<file path="src/rtl/pcs_rx_sync.sv">
// rtl/pcs_rx_sync.sv - 1000BASE-X PCS receive code-group synchronization controller
// Qualifies code groups (comma/valid/bad), runs the sync FSM, registers SUDI.
module pcs_rx_sync (
  input  logic        clk,
  input  logic        reset,
  input  logic        signal_detect,
  input  logic [9:0]  rx_code_group,
  output logic        sync_status,
  output logic [10:0] SUDI
);

  typedef enum logic [3:0] {
    LOSS_OF_SYNC     = 4'd0,
    COMMA_DETECT_1   = 4'd1,
    ACQUIRE_SYNC_1   = 4'd2,
    COMMA_DETECT_2   = 4'd3,
    ACQUIRE_SYNC_2   = 4'd4,
    COMMA_DETECT_3   = 4'd5,
    SYNC_ACQUIRED_1  = 4'd6,
    SYNC_ACQUIRED_2  = 4'd7,
    SYNC_ACQUIRED_2A = 4'd8,
    SYNC_ACQUIRED_3  = 4'd9,
    SYNC_ACQUIRED_3A = 4'd10,
    SYNC_ACQUIRED_4  = 4'd11,
    SYNC_ACQUIRED_4A = 4'd12
  } state_e;

  // Membership in the negative-running-disparity code-group table: the 6b
  // sub-block picks the 5b index, its disparity picks the legal 4b set.
  function automatic logic in_table(input logic [9:0] v);
    logic [4:0] x;
    logic       hit;
    logic       k28;
    logic       rdp;
    logic       ok;
    logic [3:0] f;
    x   = 5'd0;
    hit = 1'b1;
    k28 = 1'b0;
    f   = v[3:0];
    rdp = ($countones(v[9:4]) > 3);
    case (v[9:4])
      6'b100111: x = 5'd0;
      6'b011101: x = 5'd1;
      6'b101101: x = 5'd2;
      6'b110001: x = 5'd3;
      6'b110101: x = 5'd4;
      6'b101001: x = 5'd5;
      6'b011001: x = 5'd6;
      6'b111000: x = 5'd7;
      6'b111001: x = 5'd8;
      6'b100101: x = 5'd9;
      6'b010101: x = 5'd10;
      6'b110100: x = 5'd11;
      6'b001101: x = 5'd12;
      6'b101100: x = 5'd13;
      6'b011100: x = 5'd14;
      6'b010111: x = 5'd15;
      6'b011011: x = 5'd16;
      6'b100011: x = 5'd17;
      6'b010011: x = 5'd18;
      6'b110010: x = 5'd19;
      6'b001011: x = 5'd20;
      6'b101010: x = 5'd21;
      6'b011010: x = 5'd22;
      6'b111010: x = 5'd23;
      6'b110011: x = 5'd24;
      6'b100110: x = 5'd25;
      6'b010110: x = 5'd26;
      6'b110110: x = 5'd27;
      6'b001110: x = 5'd28;
      6'b101110: x = 5'd29;
      6'b011110: x = 5'd30;
      6'b101011: x = 5'd31;
      6'b001111: k28 = 1'b1;
      default:   hit = 1'b0;
    endcase
    if (k28) begin
      ok = f inside {4'b0100, 4'b1001, 4'b0101, 4'b0011, 4'b0010, 4'b1010, 4'b0110, 4'b1000};
    end else if (!hit) begin
      ok = 1'b0;
    end else if (rdp) begin
      ok = (f inside {4'b0100, 4'b1001, 4'b0101, 4'b0011, 4'b0010, 4'b1010, 4'b0110, 4'b0001})
        || (f == 4'b1000 && (x inside {5'd23, 5'd27, 5'd29, 5'd30}));
    end else begin
      ok = (f inside {4'b1011, 4'b1001, 4'b0101, 4'b1100, 4'b1101, 4'b1010, 4'b0110})
        || (f == 4'b1110 && !(x inside {5'd17, 5'd18, 5'd20}))
        || (f == 4'b0111 && (x inside {5'd17, 5'd18, 5'd20}));
    end
    return ok;
  endfunction

  state_e      state_q, state_d;
  logic        rx_even_q, rx_even_d;
  logic [1:0]  good_cgs_q, good_cgs_d;
  logic [10:0] sudi_q;

  logic valid, comma, is_data, cgbad, cggood;

  assign valid   = in_table(rx_code_group) || in_table(~rx_code_group);
  assign comma   = (rx_code_group[9:3] == 7'b0011111) || (rx_code_group[9:3] == 7'b1100000);
  assign is_data = valid && !comma;
  assign cgbad   = !valid || (comma && rx_even_q);
  assign cggood  = !cgbad;

  always_comb begin
    state_d    = state_q;
    good_cgs_d = good_cgs_q;
    case (state_q)
      LOSS_OF_SYNC:   if (comma) state_d = COMMA_DETECT_1;
      COMMA_DETECT_1: state_d = is_data ? ACQUIRE_SYNC_1 : LOSS_OF_SYNC;
      ACQUIRE_SYNC_1: begin
        if (cgbad) state_d = LOSS_OF_SYNC;
        else if (comma && !rx_even_q) state_d = COMMA_DETECT_2;
      end
      COMMA_DETECT_2: state_d = is_data ? ACQUIRE_SYNC_2 : LOSS_OF_SYNC;
      ACQUIRE_SYNC_2: begin
        if (cgbad) state_d = LOSS_OF_SYNC;
        else if (comma && !rx_even_q) state_d = COMMA_DETECT_3;
      end
      COMMA_DETECT_3:  state_d = is_data ? SYNC_ACQUIRED_1 : LOSS_OF_SYNC;
      SYNC_ACQUIRED_1: if (cgbad) state_d = SYNC_ACQUIRED_2;
      SYNC_ACQUIRED_2: begin
        if (cggood) begin
          state_d    = SYNC_ACQUIRED_2A;
          good_cgs_d = 2'd1;
        end else state_d = SYNC_ACQUIRED_3;
      end
      SYNC_ACQUIRED_3: begin
        if (cggood) begin
          state_d    = SYNC_ACQUIRED_3A;
          good_cgs_d = 2'd1;
        end else state_d = SYNC_ACQUIRED_4;
      end
      SYNC_ACQUIRED_4: begin
        if (cggood) begin
          state_d    = SYNC_ACQUIRED_4A;
          good_cgs_d = 2'd1;
        end else state_d = LOSS_OF_SYNC;
      end
      SYNC_ACQUIRED_2A, SYNC_ACQUIRED_3A, SYNC_ACQUIRED_4A: begin
        if (cgbad) begin
          good_cgs_d = 2'd0;
          state_d = (state_q == SYNC_ACQUIRED_2A) ? SYNC_ACQUIRED_3 :
                    (state_q == SYNC_ACQUIRED_3A) ? SYNC_ACQUIRED_4 : LOSS_OF_SYNC;
        end else if (good_cgs_q == 2'd3) begin
          good_cgs_d = 2'd0;
          state_d = (state_q == SYNC_ACQUIRED_2A) ? SYNC_ACQUIRED_1 :
                    (state_q == SYNC_ACQUIRED_3A) ? SYNC_ACQUIRED_2 : SYNC_ACQUIRED_3;
        end else good_cgs_d = good_cgs_q + 2'd1;
      end
      default: state_d = LOSS_OF_SYNC;
    endcase
    if (!signal_detect) state_d = LOSS_OF_SYNC;
  end

  // Comma alignment forces the even slot; otherwise parity simply alternates.
  assign rx_even_d = (state_d inside {COMMA_DETECT_1, COMMA_DETECT_2, COMMA_DETECT_3}) ? 1'b1 : !rx_even_q;

  always_ff @(posedge clk) begin
    if (reset) begin
      state_q    <= LOSS_OF_SYNC;
      rx_even_q  <= 1'b0;
      good_cgs_q <= 2'd0;
      sudi_q     <= 11'd0;
    end else begin
      state_q    <= state_d;
      rx_even_q  <= rx_even_d;
      good_cgs_q <= good_cgs_d;
      sudi_q     <= {rx_code_group, rx_even_d};
    end
  end

  assign sync_status = state_q inside {SYNC_ACQUIRED_1, SYNC_ACQUIRED_2, SYNC_ACQUIRED_2A,
                                       SYNC_ACQUIRED_3, SYNC_ACQUIRED_3A, SYNC_ACQUIRED_4,
                                       SYNC_ACQUIRED_4A};
  assign SUDI = sudi_q;

endmodule

</file>
<file path="config.mk">
export PLATFORM = sky130hd
export DESIGN_NAME = pcs_rx_sync
export DESIGN_NICKNAME = d
export VERILOG_FILES = /design/src/rtl/pcs_rx_sync.sv
export SDC_FILE = /design/constraint.sdc
export NUM_CORES = 1
export LEC_CHECK = 0
export CORE_ASPECT_RATIO = 0.8
export CORE_MARGIN = 2
export CORE_UTILIZATION = 50
export DETAILED_ROUTE_END_ITERATION = 8
export PLACE_DENSITY = 0.81
export SYNTH_ARGS = -nofsm -noshare
export SYNTH_HDL_FRONTEND = slang
export SYNTH_SLANG_ARGS = --single-unit
</file>
<file path="constraint.sdc">
create_clock -name clk -period 3.7 [get_ports clk]
set_input_delay 0.74 -clock clk [delete_from_list [all_inputs] [get_ports clk]]
set_output_delay 0.74 -clock clk [all_outputs]
set_load 0.02 [all_outputs]
</file>
==> summary.md, run 1 <==
| Metric | Value |
|---|---|
| Outcome | `finished with violations` |
| Failing checks | `design-rule violations, negative setup slack` |
| Number of synthesized register bits | `17` |
| Tmin final | `3.97 ns` |
| Total power per unit cell area | `211 nW/um2` |
| Port bufs | `24` |
| Syn nets | `401` |
| Mapped Cells | `378` |
| IR drop worst, VDD | `0.201 mV` |
| First-pass GRT wire length | `15800 um` |
| Hold Path Class | `reg -> reg` |
| CP Data Required Time | `3.86 ns` |
| Ratio of cells with drive above 1 in the final layout | `35.4%` |
| Max frequency | `252 MHz` |
| Die Footprint | `5950 um2` |
| Vias in the first global route | `3326` |
| Die Height | `69.4 um` |
| Tcrit/Tclk final | `107%` |
| Vias post-DR | `3860` |
| Placer congestion estimate | `0.967` |
| Final setup viols | `6` |
| EDFF count, synth | `0` |
| Worst setup SP type | `primary input` |
| Rel. slew slack | `56.3%` |
| Antenna diode count | `0` |
| Clock Skew | `0.00745 ns` |
| Iter 0 DRT Violations | `834` |
| Post-DP HPWL | `6780 um` |
| Netlist cell types | `86` |
| Number of nets in the layout | `501` |
| Layout area overhead | `47.2%` |
| Crit path DAT | `4.12 ns` |
| Routed Antenna Nets | `0` |
| Htree depth | `1` |
| CP max FO | `4` |
| Final WL | `12000 um` |
| Die W | `85.8 um` |
| Mapped Avg Cell Area | `7.08 um2` |
| Final core occ | `77.3%` |
| Total gr overflow | `0` |
| Num rows | `23` |
| Worst setup margin | `-0.265 ns` |
| Placed Area | `3450 um2` |
| Commonest register cell after synthesis | `dfxtp_1` |
| Met3 WL | `1590 um` |
| Initial antenna violation count | `0` |
| DRT Pass-1 Iters | `9` |
| Met1 WL | `4280 um` |
| Residual DRC count | `2` |
| Vias/cell | `7.16` |
| Worst Tran Pin Value | `0.648 ns` |
| CTS root buffer | `clkbuf_8` |
| Initial Util | `52.5%` |
| Fin area | `3940 um2` |
| Hold_buf cts | `0` |
| Largest net degree at the start of global routing | `23` |
| CTS tree | `done` |
| GR Util All Layers | `33.1%` |
| CTS Buf Count | `3` |
| Clock transition at path regs | `0.07 ns` |
| Post-layout total power | `0.831 mW` |
| Static leakage | `1.59 nW` |
| Setup CP Type | `in -> reg` |
| Clock Latency Late Sink | `0.27 ns` |
| Yosys warns | `0` |
| Core Region | `5090 um2` |
| Hold Violations, Final | `0` |
| Register area share after synthesis | `12.7%` |
| Max Cap Viol | `0` |
| Cell Area, Synth | `2680 um2` |
| Slew Viols, Final | `0` |
| I/O pin cnt | `25` |
| Async S/R FF share, synth | `0%` |
| Wirelength per Cell | `22.3 um` |
| Met2 wire length | `5170 um` |
| Top Metal Used | `met4` |
| CP endpoint kind | `flip-flop` |
| CTS sink count | `17` |
| Clk buf depth | `2` |
cell families (layout without fill, tap and decap cells):
| kind of cell | Yosys count | count (layout) | share of synthesized area, % |
|---|---|---|---|
| DFF | 17 | 17 | 12.7 |
| muxes | 7 | 7 | 2.85 |
| buffers and inverters | 50 | 149 | 9.78 |
| adders and majority gates | 11 | 11 | 5.89 |
| xor gates and xnor gates | 5 | 5 | 1.92 |
| and+or+nand+nor | 156 | 156 | 30.7 |
| AOI/OAI and AO/OA | 132 | 132 | 36.1 |
layer usage:
metal  vias up  GRT usage (%)
met2       370           52.8
met1      1741           43.7
li1       1614              -
met3       135           7.86
met5         -              0
met4         0           10.9
cell usage after synthesis, types with 9 or more instances:
cell type  number  area share, %
nor2_1         44            6.2
nand2_1        31            4.3
o21ai_0        31            5.8
a21oi_1        20            3.7
dfxtp_1        17             13
buf_2          14            2.6
nand3_1        13            2.4
inv_1          11            1.5
clkbuf_1       10            1.4
nor3_1         10            1.9
nand2b_1        9            2.1
nor2b_1         9            2.1
final cells by class:
cell class / count / area, um2
multi-input combinational: 311 / 2280
timing repair buffer: 132 / 1140
fill: 299 / 1150
tap: 62 / 77.6
clock buffer: 3 / 41.3
inverter: 13 / 52.6
clock inverter: 1 / 7.51
sequential: 17 / 340
worst paths after layout:
| path | from | to | slack, ns | depth (start not counted) |
|---|---|---|---|---|
| min reg2reg | good_cgs_q[1]$_SDFFE_PP0P_ | good_cgs_q[1]$_SDFFE_PP0P_ | 0.50 | 2 |
| min | good_cgs_q[1]$_SDFFE_PP0P_ | good_cgs_q[1]$_SDFFE_PP0P_ | 0.50 | 2 |
| max | rx_code_group[7] | SUDI[0]$_SDFF_PP0_ | -0.27 | 17 |
| max reg2reg | state_q[3]$_SDFF_PP0_ | SUDI[0]$_SDFF_PP0_ | 1.36 | 8 |
timing repair:
action / 4_1_cts / 5_1_grt
pin swaps: 15 / 20
endpoints found under the setup margin: 7 / 5
endpoints found under the hold margin: 0 / 0
buffers inserted: 11 / 15
gates resized for setup: 42 / 34
cloned: 1 / 0
worst max-delay path, stage by stage:
cell	delay, ns
clkdlybuf4s15_1	0.22
inv_2	0.11
fa_2	0.49
fa_2	0.39
inv_2	0.07
ha_4	0.20
nand2_4	0.07
o21bai_4	0.07
nor2_1	0.14
o21ai_0	0.20
a21oi_1	0.24
o21ai_0	0.17
o2111a_2	0.21
nor2_4	0.15
mux2i_2	0.23
a31oi_2	0.12
a31o_1	0.27
cell usage in the layout, fill, tap and decap left out, types with 3 or more instances in the layout:
| cell type | synthesis | final |
|---|---|---|
| nand2b_1 | 9 | 8 |
| dfxtp_1 | 17 | 17 |
| a211o_1 | 3 | 3 |
| nand3b_1 | 5 | 5 |
| buf_12 | 0 | 4 |
| a31oi_1 | 7 | 6 |
| o211a_1 | 3 | 3 |
| buf_6 | 4 | 8 |
| xor2_1 | 3 | 3 |
| clkdlybuf4s50_1 | 0 | 18 |
| inv_1 | 11 | 7 |
| nor2_1 | 44 | 44 |
| nand2_1 | 31 | 30 |
| clkbuf_8 | 0 | 3 |
| ha_4 | 0 | 6 |
| buf_4 | 7 | 93 |
| mux2i_1 | 5 | 4 |
| a21oi_1 | 20 | 18 |
| fa_2 | 0 | 3 |
| a2111oi_2 | 1 | 3 |
| a211oi_1 | 5 | 3 |
| o211ai_1 | 6 | 6 |
| o22ai_1 | 7 | 7 |
| clkbuf_2 | 0 | 3 |
| inv_2 | 2 | 4 |
| o21ai_1 | 2 | 4 |
| clkdlybuf4s15_1 | 0 | 3 |
| a211oi_2 | 1 | 3 |
| o32a_1 | 3 | 3 |
| nand3_1 | 13 | 11 |
| nor3_1 | 10 | 9 |
| nor2b_1 | 9 | 9 |
| o21ai_0 | 31 | 28 |
| and3_1 | 4 | 4 |
| or3_1 | 5 | 5 |
sequential cells by signal, summed over array words and instances, names as in the netlist:
name and cells:
SUDI 11, good_cgs_q 2, state_q 4
per-stage QoR:
step,hold slack (ns),setup TNS [ns],std cells,setup WS (ns)
3_5_place_dp,0.490,-4.52,509,-0.823
4_1_cts,0.499,0,525,0.0256
6_report,0.495,-0.865,539,-0.265
2_1_floorplan,0.468,0,378,0.0209
5_1_grt,0.521,-0.744,539,-0.227
3_3_place_gp,0.483,-3.19,509,-0.603
where the power goes:
group | internal [mW] | leakage (nW) | switching [mW]
clock network | 0.0763 | 0.0217 | 0.0745
logic | 0.232 | 1.42 | 0.255
registers | 0.190 | 0.140 | 0.00422
total | 0.498 | 1.59 | 0.334
No activity file was read; power rests on OpenSTA's default activity.
==> inputs of run 2 (changes only) <==
Settings changed: MAX_ROUTING_LAYER set to met4.
==> run 2 against run 1 <==
Against the previous run: the flow still finishes with violations (design-rule violations, negative setup slack); clock skew fell by 0.0038 ns; power fell by 1.8%; hold slack improved by 0.00055 ns; cell count fell by 1.3%; via count fell by 1.7%; count of clock-buffer cells in the layout did not move; sequential share of layout area rose by 0.12 points; critical path depth fell by 2; wire length fell by 0.73%; critical path type unchanged; largest power group unchanged.
==> summary.md, run 2 (synthesis results as in run 1) <==
| Metric | Value |
|---|---|
| Outcome | `finished with violations` |
| Failing checks | `design-rule violations, negative setup slack` |
| R2R cell count | `8` |
| Hold endpoint | `good_cgs_q[1]$_SDFFE_PP0P_` |
| Port bufs | `24` |
| Wirelength per Cell | `22.4 um` |
| CTS Buf Count | `3` |
| Fillers | `320` |
| Num rows | `23` |
| I/O pin cnt | `25` |
| CTS sink count | `17` |
| First-pass GRT wire length | `17000 um` |
| Most common cell after layout, fill and taps aside | `buf_4` |
| Vias in the first global route | `3404` |
| Vias post-DR | `3795` |
| Die W | `85.8 um` |
| IR drop worst, VDD | `0.167 mV` |
| Total gr overflow | `0` |
| DRT Pass-1 Iters | `9` |
| Max frequency | `264 MHz` |
| Slew Viols, Final | `0` |
| Hold Path Class | `reg -> reg` |
| CP max FO | `7` |
| Iter 0 DRT Violations | `893` |
| Worst Tran Pin Value | `0.616 ns` |
| Post-layout total power | `0.817 mW` |
| Die Height | `69.4 um` |
| Rel. slew slack | `58.5%` |
| Residual DRC count | `2` |
| Worst setup SP type | `primary input` |
| Static leakage | `1.57 nW` |
| Most frequent cells in the layout | `buf_4 (89), nor2_1 (43), o21ai_0 (31), nand2_1 (30), a21oi_1 (20)` |
| Tcrit/Tclk final | `102%` |
| Clock transition at path regs | `0.07 ns` |
| Clk buf depth | `2` |
| Final core occ | `76.2%` |
| Layout area overhead | `45.2%` |
| Worst setup margin | `-0.0869 ns` |
| Ratio of cells with drive above 1 in the final layout | `34.1%` |
| CTS tree | `done` |
| Crit path DAT | `3.95 ns` |
| Clock Latency Late Sink | `0.26 ns` |
| Register Area | `340 um2` |
| Post-DP HPWL | `7090 um` |
| Final setup viols | `6` |
| Largest register FFs | `11` |
| FF-to-FF Start | `state_q[3]$_SDFF_PP0_` |
| CP Data Required Time | `3.86 ns` |
| CP endpoint kind | `flip-flop` |
| Reg2reg end | `SUDI[0]$_SDFF_PP0_` |
| Worst setup startpoint | `rx_code_group[5]` |
| Hold Violations, Final | `0` |
| Multi-input logic area | `2260 um2` |
| Max Cap Viol | `0` |
| Hold_buf cts | `0` |
| Initial antenna violation count | `1` |
| Placer congestion estimate | `0.996` |
| CTS root buffer | `clkbuf_8` |
| Tmin final | `3.79 ns` |
| GR Util All Layers | `36.5%` |
| Hold path startpoint | `good_cgs_q[1]$_SDFFE_PP0P_` |
| Routed Antenna Nets | `0` |
| Core Region | `5090 um2` |
| Number of nets in the layout | `493` |
| Register-to-register setup slack | `1.37 ns` |
| Setup CP Type | `in -> reg` |
| Clock Skew | `0.00366 ns` |
| Die Footprint | `5950 um2` |
| Largest net degree at the start of global routing | `31` |
| Final WL | `11900 um` |
| Hold Path Cell Cnt | `2` |
| Vias/cell | `7.13` |
| Total power per unit cell area | `210 nW/um2` |
| Initial Util | `52.5%` |
| Htree depth | `1` |
==> run 2: changes by cell type in the layout (fill, tap and decap cells not counted), sizes merged <==
cell / delta
dlymetal6s2s: +1
diode: +1
buf: -6
clkinvlp: -1
clkbuf: -1
inv: +1
bufbuf: +1
clkdlybuf4s15: -3
==> run 2: critical path: stages <==
cell and delay [ns]:
buf_6 0.09, inv_6 0.04, buf_6 0.11, ha_4 0.19, buf_6 0.15, buf_4 0.14
a311o_1 0.35, nor4_4 0.47, nor4b_4 0.40, o311a_1 0.24, o2111a_2 0.30, o21ai_4 0.11
o32a_1 0.21, a31o_1 0.20, a31o_1 0.21
==> run 2: what timing repair did <==
item                       4_1_cts  5_1_grt
setup endpoints to repair        7        7
setup buffers                   10        5
gates cloned                     2        0
gates resized for setup         35       34
pin swaps                       16       16
==> run 2: report_power, final <==
| group | switching, mW | internal, mW |
|---|---|---|
| logic | 0.255 | 0.225 |
| clock network | 0.0679 | 0.0750 |
| registers | 0.00410 | 0.190 |
| total | 0.327 | 0.490 |
==> run 2: how the worst max path moves through the flow <==
stage	endpoint	slack, ns	depth (start not counted)
6_report	SUDI[0]$_SDFF_PP0_	-0.09	15
5_1_grt	SUDI[0]$_SDFF_PP0_	-0.14	17
4_1_cts	SUDI[0]$_SDFF_PP0_	0.01	14
3_5_place_dp	SUDI[0]$_SDFF_PP0_	-0.76	13
3_3_place_gp	SUDI[0]$_SDFF_PP0_	-0.60	14
2_1_floorplan	SUDI[0]$_SDFF_PP0_	0.02	14
==> run 2: cell type report <==
cell class | instances | area share, %
timing repair buffer | 124 | 28.3
sequential | 17 | 8.76
inverter | 13 | 1.45
tap | 62 | 2.00
multi-input combinational | 311 | 58.3
antenna | 1 | 0.0644
clock buffer | 3 | 1.06
clock inverter | 1 | 0.129
==> run 2: through the flow <==
step	cells	hold WS (ns)	TNS [ns]	instance area, um2	worst slack, ns
after floorplan	378	0.468	0	2680	0.0209
after global placement	510	0.483	-3.14	3450	-0.595
after detailed placement	510	0.497	-4.17	3450	-0.756
after CTS	526	0.498	0	3780	0.0103
after global routing	532	0.550	-0.633	3880	-0.141
final	532	0.496	-0.241	3880	-0.0869
==> run 2: metal layers <==
metal	wire [um]	share of wire, %	track usage, %
met1	4290	36	46.7
met2	5000	42	54.9
met3	1610	13	8.10
met4	1020	8.6	16.2
met5	0	0	-
==> inputs of run 3 (changes only) <==
Settings changed: DONT_BUFFER_PORTS set to 1, PLACE_DENSITY 0.81 to 0.75.
Clock period 3.7 ns to 3.05 ns, I/O delays scaled along.
==> run 3 against run 2 <==
Against the previous run: global-route usage down 6.9 points; flip-flop and latch count unchanged; power up 2.1%; the run still ends with design-rule violations, negative setup slack left; via count down 14%; count of clock-buffer cells in the layout up 1; utilization down 11 points; clock skew up 0.0014 ns; critical endpoint unchanged; wire length down 24%.
==> summary.md, run 3 (synthesis results as in run 1) <==
| Metric | Value |
|---|---|
| CP Data Required Time | `3.20 ns` |
| Total power per unit cell area | `252 nW/um2` |
| Final cell count without fillers | `481` |
| Hold Path Class | `in -> reg` |
| Crit path DAT | `3.65 ns` |
| Setup TNS | `-2.43 ns` |
| Antenna diode count | `0` |
| DRT Pass-1 Iters | `9` |
| I/O pin cnt | `25` |
| Ratio of cells with drive above 1 in the final layout | `28.2%` |
| Num rows | `23` |
| Vias post-DR | `3278` |
| Static leakage | `1.28 nW` |
| Placer congestion estimate | `0.963` |
| Max frequency | `286 MHz` |
| CTS root buffer | `clkbuf_8` |
| CTS tree | `done` |
| Vias/cell | `6.81` |
| Clock power share | `20.4%` |
| Clock transition at path regs | `0.07 ns` |
| Core Region | `5090 um2` |
| Largest net degree at the start of global routing | `46` |
| Port bufs | `0` |
| Tmin final | `3.49 ns` |
| Slew Viols, Final | `0` |
| Setup CP Type | `in -> reg` |
| Die W | `85.8 um` |
| CP max FO | `5` |
| Placed Area | `3060 um2` |
| Wirelength per Cell | `18.8 um` |
| Logic pwr share | `50.1%` |
| Switch Pwr | `0.295 mW` |
| CTS Buf Count | `3` |
| Initial antenna violation count | `0` |
| GR Util All Layers | `29.6%` |
| Total gr overflow | `0` |
| Final WL | `9050 um` |
| Cell-internal power | `0.538 mW` |
| First-pass GRT wire length | `14100 um` |
| Tcrit/Tclk final | `115%` |
| Hold Violations, Final | `0` |
| Largest register FFs | `11` |
| Fin area | `3300 um2` |
| Number of nets in the layout | `443` |
| IR drop worst, VDD | `0.200 mV` |
| Routed Antenna Nets | `0` |
| Unrepaired setup endpoints after global routing | `true` |
| Worst setup margin | `-0.444 ns` |
| Failing checks | `design-rule violations, negative setup slack` |
| Switch share | `35.4%` |
| Layout area overhead | `23.5%` |
| Die Height | `69.4 um` |
| Die Footprint | `5950 um2` |
| Clk buf depth | `2` |
| Htree depth | `1` |
| Residual DRC count | `8` |
| Most frequent cells in the layout | `buf_4 (70), nor2_1 (43), o21ai_0 (31), nand2_1 (30), a21oi_1 (19)` |
| Outcome | `finished with violations` |
| Post-DP HPWL | `6280 um` |
| Sequential share of power | `29.5%` |
| Clock Latency Late Sink | `0.26 ns` |
| Max Cap Viol | `0` |
| Vias in the first global route | `2874` |
| Clock Skew | `0.00505 ns` |
| CP endpoint kind | `flip-flop` |
| Most common cell after layout, fill and taps aside | `buf_4` |
| Worst Tran Pin Value | `0.647 ns` |
| Placed cell count | `465` |
| Final setup viols | `7` |
| CTS sink count | `17` |
| Iter 0 DRT Violations | `479` |
| Rel. slew slack | `56.4%` |
| Initial Util | `52.5%` |
| Worst setup SP type | `primary input` |
## run 3: changes by cell type in the layout (fill, tap and decap cells not counted), moves of 2 or more
cell,before,now
a211oi_1,3,5
a211oi_2,3,1
buf_12,4,1
buf_4,89,70
buf_6,5,3
bufbuf_16,2,0
clkbuf_2,3,0
clkdlybuf4s50_1,18,0
clkinvlp_4,0,2
ha_2,0,2
ha_4,5,2
nor4b_1,0,2
## run 3: timing repair
item	CTS	global route
resized for setup	6	18
pin swaps	9	24
buffers inserted	3	9
hold buffers	0	0
setup endpoints to repair	7	7
## run 3: area by class of cell
type                    count  area (um2)
repair buffers             74         579
clock buffers               4        45.0
flip-flops and latches     17         340
multi-input cells         311        2200
inverters                  13        61.3
fillers                   410        1790
well taps                  62        77.6
## run 3: per-layer routing
| layer | GRT usage, % | wire length (um) | vias to the layer above |
|---|---|---|---|
| met5 | - | 0 | - |
| met4 | 5.11 | 229 | 0 |
| met3 | 6.67 | 1050 | 38 |
| met2 | 42.2 | 3970 | 238 |
| met1 | 43.0 | 3810 | 1510 |
| li1 | - | - | 1492 |
## run 3: final timing paths
| check | start | cells after the start | slack (ns) | end |
|---|---|---|---|---|
| worst max-delay path | rx_code_group[5] | 15 | -0.44 | SUDI[0]$_SDFF_PP0_ |
| worst min-delay path | reset | 1 | 0.41 | SUDI[2]$_SDFF_PP0_ |
| worst max register to register | state_q[3]$_SDFF_PP0_ | 8 | 0.94 | SUDI[0]$_SDFF_PP0_ |
| worst min register to register | good_cgs_q[1]$_SDFFE_PP0P_ | 2 | 0.51 | good_cgs_q[1]$_SDFFE_PP0P_ |
## run 3: per-stage QoR
stage / utilization, % / hold WS, ns / total power [mW] / setup slack (ns)
after global placement: 60.1 / 0.481 / 0.596 / -0.590
after floorplan: - / 0.468 / 0.521 / -0.367
after detailed placement: 60.1 / 0.487 / 0.605 / -0.688
after CTS: 61.9 / 0.414 / 0.791 / -0.296
after global routing: 64.9 / 0.412 / 0.874 / -0.548
final: 64.9 / 0.413 / 0.834 / -0.444
## run 3: worst max-delay path, cell delays in order
cell and delay [ns]:
clkinvlp_4 0.09, ha_2 0.19, buf_4 0.14, mux2i_1 0.09
o32a_1 0.41, o211ai_1 0.21, buf_4 0.18, nand4_1 0.13
and2_4 0.18, or4_1 0.47, o2111a_2 0.21, nor2_4 0.11
mux2i_1 0.25, a31oi_2 0.13, a31o_1 0.23
## run 3: power by group through the flow
stage,registers [mW],clock network [mW],logic (mW)
floorplan,0.247,0,0.274
global placement,0.250,0,0.345
detailed placement,0.250,0,0.354
CTS,0.246,0.171,0.374
global route,0.246,0.179,0.448
finish,0.246,0.170,0.418
